## src/rtl/ramp_waveform_generator.sv

```systemverilog
// Multi-mode ramp source: triangle, saw-up, saw-down and single-shot triangle sweeps
// between run-time limits, with dwell at each extreme and a clamped phase accumulator.
module ramp_waveform_generator #(
  parameter int OUT_WIDTH   = 14,
  parameter int FRAC_BITS   = 20,
  parameter int STEP_WIDTH  = 32,
  parameter int DWELL_WIDTH = 16
) (
  input  logic                          clock,
  input  logic                          reset,
  input  logic                          enable,
  input  logic [1:0]                    mode,
  input  logic                          trigger,
  input  logic signed [STEP_WIDTH-1:0]  step_size,
  input  logic signed [OUT_WIDTH-1:0]   max_out,
  input  logic signed [OUT_WIDTH-1:0]   min_out,
  input  logic [DWELL_WIDTH-1:0]        dwell_cycles,
  output logic signed [OUT_WIDTH-1:0]   out,
  output logic                          sync,
  output logic                          busy,
  output logic                          period_done
);

  localparam int ACC_W = OUT_WIDTH + FRAC_BITS + 1;

  typedef enum logic [2:0] {
    IDLE,
    RISE,
    DWELL_TOP,
    FALL,
    DWELL_BOT
  } state_e;

  state_e                   state_q, state_d;
  logic signed [ACC_W-1:0]  acc_q, acc_d;
  logic [1:0]               mode_q, mode_d;
  logic [DWELL_WIDTH-1:0]   dwellCnt_q, dwellCnt_d;
  logic                     periodDone_q, periodDone_d;

  logic signed [ACC_W-1:0]  lMax, lMin, stepExt, headroom, floorroom;
  logic                     stepOk, limitsOk;
  logic signed [OUT_WIDTH:0] limSum, midPoint, outExt;

  assign lMax      = {max_out[OUT_WIDTH-1], max_out, {FRAC_BITS{1'b0}}};
  assign lMin      = {min_out[OUT_WIDTH-1], min_out, {FRAC_BITS{1'b0}}};
  assign stepExt   = {{(ACC_W-STEP_WIDTH){step_size[STEP_WIDTH-1]}}, step_size};
  assign headroom  = lMax - acc_q;
  assign floorroom = acc_q - lMin;
  // A non-positive step stalls the ramp rather than running it backwards.
  assign stepOk    = !stepExt[ACC_W-1] && (stepExt != '0);
  assign limitsOk  = max_out > min_out;

  always_ff @(posedge clock) begin
    if (reset) begin
      state_q      <= IDLE;
      acc_q        <= lMin;
      mode_q       <= 2'd0;
      dwellCnt_q   <= '0;
      periodDone_q <= 1'b0;
    end else begin
      state_q      <= state_d;
      acc_q        <= acc_d;
      mode_q       <= mode_d;
      dwellCnt_q   <= dwellCnt_d;
      periodDone_q <= periodDone_d;
    end
  end

  always_comb begin
    state_d      = state_q;
    acc_d        = acc_q;
    mode_d       = mode_q;
    dwellCnt_d   = dwellCnt_q;
    periodDone_d = 1'b0;
    if (enable) begin
      case (state_q)
        IDLE: begin
          mode_d = mode;
          if (limitsOk) begin
            case (mode)
              2'd0, 2'd1: begin
                acc_d   = lMin;
                state_d = RISE;
              end
              2'd2: begin
                acc_d   = lMax;
                state_d = FALL;
              end
              default: begin
                if (trigger) begin
                  acc_d   = lMin;
                  state_d = RISE;
                end
              end
            endcase
          end
        end
        RISE: begin
          if (limitsOk && stepOk) begin
            // Negative headroom (limit lowered mid-sweep) also lands here and clamps.
            if (headroom <= stepExt) begin
              acc_d      = lMax;
              dwellCnt_d = dwell_cycles;
              state_d    = DWELL_TOP;
            end else begin
              acc_d = acc_q + stepExt;
            end
          end
        end
        FALL: begin
          if (limitsOk && stepOk) begin
            if (floorroom <= stepExt) begin
              acc_d      = lMin;
              dwellCnt_d = dwell_cycles;
              state_d    = DWELL_BOT;
            end else begin
              acc_d = acc_q - stepExt;
            end
          end
        end
        DWELL_TOP: begin
          if (dwellCnt_q != '0) begin
            dwellCnt_d = dwellCnt_q - 1'b1;
          end else if (mode_q == 2'd1) begin
            acc_d        = lMin;
            periodDone_d = 1'b1;
            state_d      = RISE;
          end else begin
            state_d = FALL;
          end
        end
        DWELL_BOT: begin
          if (dwellCnt_q != '0) begin
            dwellCnt_d = dwellCnt_q - 1'b1;
          end else begin
            periodDone_d = 1'b1;
            case (mode_q)
              2'd2: begin
                acc_d   = lMax;
                state_d = FALL;
              end
              2'd3:    state_d = IDLE;
              default: state_d = RISE;
            endcase
          end
        end
        default: state_d = IDLE;
      endcase
    end
  end

  always_comb begin
    out         = acc_q[FRAC_BITS +: OUT_WIDTH];
    limSum      = $signed({max_out[OUT_WIDTH-1], max_out}) + $signed({min_out[OUT_WIDTH-1], min_out});
    midPoint    = limSum >>> 1;
    outExt      = $signed({out[OUT_WIDTH-1], out});
    sync        = outExt > midPoint;
    busy        = state_q != IDLE;
    period_done = periodDone_q;
  end

endmodule

```

## config.mk

```make
export PLATFORM = sky130hd
export DESIGN_NAME = ramp_waveform_generator
export DESIGN_NICKNAME = d
export VERILOG_FILES = /design/src/rtl/ramp_waveform_generator.sv
export SDC_FILE = /design/constraint.sdc
export NUM_CORES = 1
export LEC_CHECK = 0
export CAP_MARGIN = 20
export CORE_ASPECT_RATIO = 0.6
export CORE_MARGIN = 5
export CORE_UTILIZATION = 54
export DETAILED_ROUTE_END_ITERATION = 12
export PLACE_DENSITY = 0.75
export SYNTH_ARGS = -nofsm -noshare
export SYNTH_HDL_FRONTEND = slang
export SYNTH_SLANG_ARGS = --single-unit
```

## constraint.sdc

```tcl
create_clock -name clock -period 12.6 [get_ports clock]
set_clock_uncertainty 0.05 [all_clocks]
set_input_delay 2.52 -clock clock [delete_from_list [all_inputs] [get_ports clock]]
set_output_delay 2.52 -clock clock [all_outputs]
set_load 0.005 [all_outputs]
```

==> out/metrics.cfg <==
[power_and_ir_drop]
comb_power_share_pct=78.6
p_sw_w=0.001633
ir_drop_v=0.0001576
seq_power_share_pct=12.1
sw_frac_of_total_pct=56.15
powerDensity_mw_per_mm2=224.8
clockPowerShare_pct=9.3
p_leak_nw=5.573
power_w=0.002908
p_int_w=0.001275

[grt]
grt_pass1_vias=11470
grt_pass1_wl_mm=69.03
antenna_found_initial=0
grt_overflow=0
grt_max_degree=39
grt_usage_pct=36.87

[clocking]
cts-resized-gates=0
clkTransAtPathRegs_ps=60
hold_buffers=0
clk_latency_ps=370
cts_buffers=9
cts_max_level=3
cts.path.max_buffers=2
cts.sink_count=57
cts_setup_buffers=0
root_buffer=clkbuf_16
cts_tree=built

[die]
die_y_um=122.9
initial_core_util_pct=54.70
die_x_um=198.2
ioPinCount=99
num_rows=41
dieArea_mm2=0.02437
core_area_mm2=0.02098

[route]
routed_via_density=6.850
routedWlPerCell_um=24.27
route.antenna.remaining_nets=0
first_pass_iters=6
drtIter0Drc=1901
wl_met1_mm=21.03
drc_errors=0
drt-total-wl_mm=46.44
vias=13105
met2_length_mm=16.61
top_layer=met4
wl_met3_mm=8.141

[synthesis]
synth_area_mm2=0.01148
synthTopCellsByArea=ha_1, dfxtp_1, a21oi_1
synth.avg_cell_area_um2=7.287
synth_nets=1850
ys_async_sr_fraction_pct=0
ys_seq_elements=57
ys_types=77
ys_seq_area_share_pct=11.25
synth.top_cell.area_share_pct=20.60
dominantRegCellSynth=dfxtp_1
synth_edf_count=15
synth-warning-count=0
synth_top_area_cell=ha_1
synth_cells=1575

[timing]
finalCritPeriodShare_pct=77.26
worst_pin_slew_ps=1004
rsz0062_at_grt=no
fmax_mhz=102.7
setup_viol=0
fin_crit_ps=9735
relSlewSlack_pct=32.48
hold_viol_final=0
fin_setup_tns_ps=0
drv_slew=0

[run_status]
status=finished, final reports clean

[hold_path]
hold_path_depth=2
holdPathEnd=dwellCnt_q[10]$_SDFFE_PP0P_
hold_path.class=reg2reg
min-delay-start=dwellCnt_q[10]$_SDFFE_PP0P_

[setup_path]
setup.worst_path.end_class=output pin
crit_start=min_out[0]
r2r-end=acc_q[22]$_DFFE_PP_
worstReg2RegStart=acc_q[20]$_DFFE_PP_
critPathRequiredTime_ps=10030
criticalPathCategory=in2out
cp-start-kind=input pin
worstPathArrival_ps=7160
critPathMaxFanout=6
r2r_cells=25
reg2reg_slack_ps=5490

[placement]
io_buffers=98
place.gp.congestion=1.059
dp.cells=1895
hpwl_mm=37.20

[cells_and_area]
finalNetCount=1904
insertedDiodeCount=0
stdcell_count=1913
syn_to_final_growth_pct=12.70
drive_gt1_share_pct=4.039

[run]
maxCapViolCount=0

[layout make-up]
cell class                      instances  area, um2
Timing Repair Buffer                  119       1140
Fill cell                            2020       8046
Clock inverter                          6      66.31
Sequential cell                        57       1291
Tap cell                              279      349.1
Multi-Input combinational cell       1325       9420
Inverter                              117      439.2
Clock buffer                           10      229.0
[worst max-delay path by stage]
stage	end	slack, ps	cells past startpoint
floorplan	sync	4750	15
global placement	acc_q[22]$_DFFE_PP_	2870	24
detailed placement	acc_q[30]$_DFFE_PP_	2910	24
CTS	sync	2990	17
global route	sync	2570	17
finish	sync	2870	17
[cell usage after synthesis, types with 24 or more instances]
library cell,number
clkbuf_1,56
a21oi_1,148
nor4_1,33
nor2_1,149
nor2b_1,24
nor3_1,41
ha_1,189
nand2_1,106
o21ai_0,91
dfxtp_1,42
a211oi_1,29
a21o_1,26
inv_1,115
xnor2_1,58
o211ai_1,25
[placed cells by master, fill, tap and decap left out, types with 33 or more instances in the layout]
cell type	n
ha_1	189
nor2_1	149
a21oi_1	148
inv_1	115
nand2_1	106
clkdlybuf4s50_1	98
o21ai_0	91
xnor2_1	58
dfxtp_1	42
nor3_1	41
nor4_1	33
[flip-flops by register name (all words and copies together), names as in the netlist]
name / count
state_q: 3
acc_q: 35
mode_q: 2
period_done: 1
dwellCnt_q: 16
[cell families after synthesis]
kind of cell	after synthesis	synth area share [%]
AOI/OAI and AO/OA	552	32.72
and+or+nand+nor	493	21.19
adders and majority gates	194	21.39
buffers and inverters	193	6.802
xor gates and xnor gates	79	6.029
DFF	57	11.25
muxes	7	0.6214
[worst max-delay path, stage by stage]
cell and delay (ps):
clkdlybuf4s50_1 570, ha_1 310, fa_1 410, nor2b_1 140
o21ai_0 260, a21oi_1 110, o21bai_1 290, a21oi_1 130
o21bai_1 240, a221oi_1 150, o41ai_1 480, xnor2_1 130
ha_1 310, nand4_1 80, o41ai_1 400, o22ai_1 140
clkdlybuf4s50_1 490
[metrics by stage]
stage / util (%) / worst slack (ps) / area, um2 / hold WS, ps
final: 61.65 / 2865 / 12930 / 484.2
after global routing: 61.65 / 2570 / 12930 / 524.8
after CTS: 61.57 / 2990 / 12920 / 484.4
after detailed placement: 60.16 / 2905 / 12620 / 470.3
after global placement: 60.16 / 2870 / 12620 / 449.2
after floorplan: - / 4753 / 11480 / 429.6
[power groups by stage]
| stage | registers (W) | clock network (W) | logic (W) |
|---|---|---|---|
| 6_report | 0.000351 | 0.000271 | 0.00229 |
| 3_5_place_dp | 0.000350 | 0 | 0.00217 |
| 3_3_place_gp | 0.000348 | 0 | 0.00214 |
| 4_1_cts | 0.000347 | 0.000272 | 0.00219 |
| 2_1_floorplan | 0.000307 | 0 | 0.00154 |
| 5_1_grt | 0.000357 | 0.000279 | 0.00246 |
[per-layer routing]
| metal | vias to the layer above | GRT usage (%) |
|---|---|---|
| li1 | 6036 | - |
| met1 | 6044 | 56.70 |
| met2 | 961 | 45.32 |
| met3 | 64 | 17.78 |
| met4 | 0 | 6.406 |
| met5 | - | 0 |
Power figures use the tool's default switching activity.
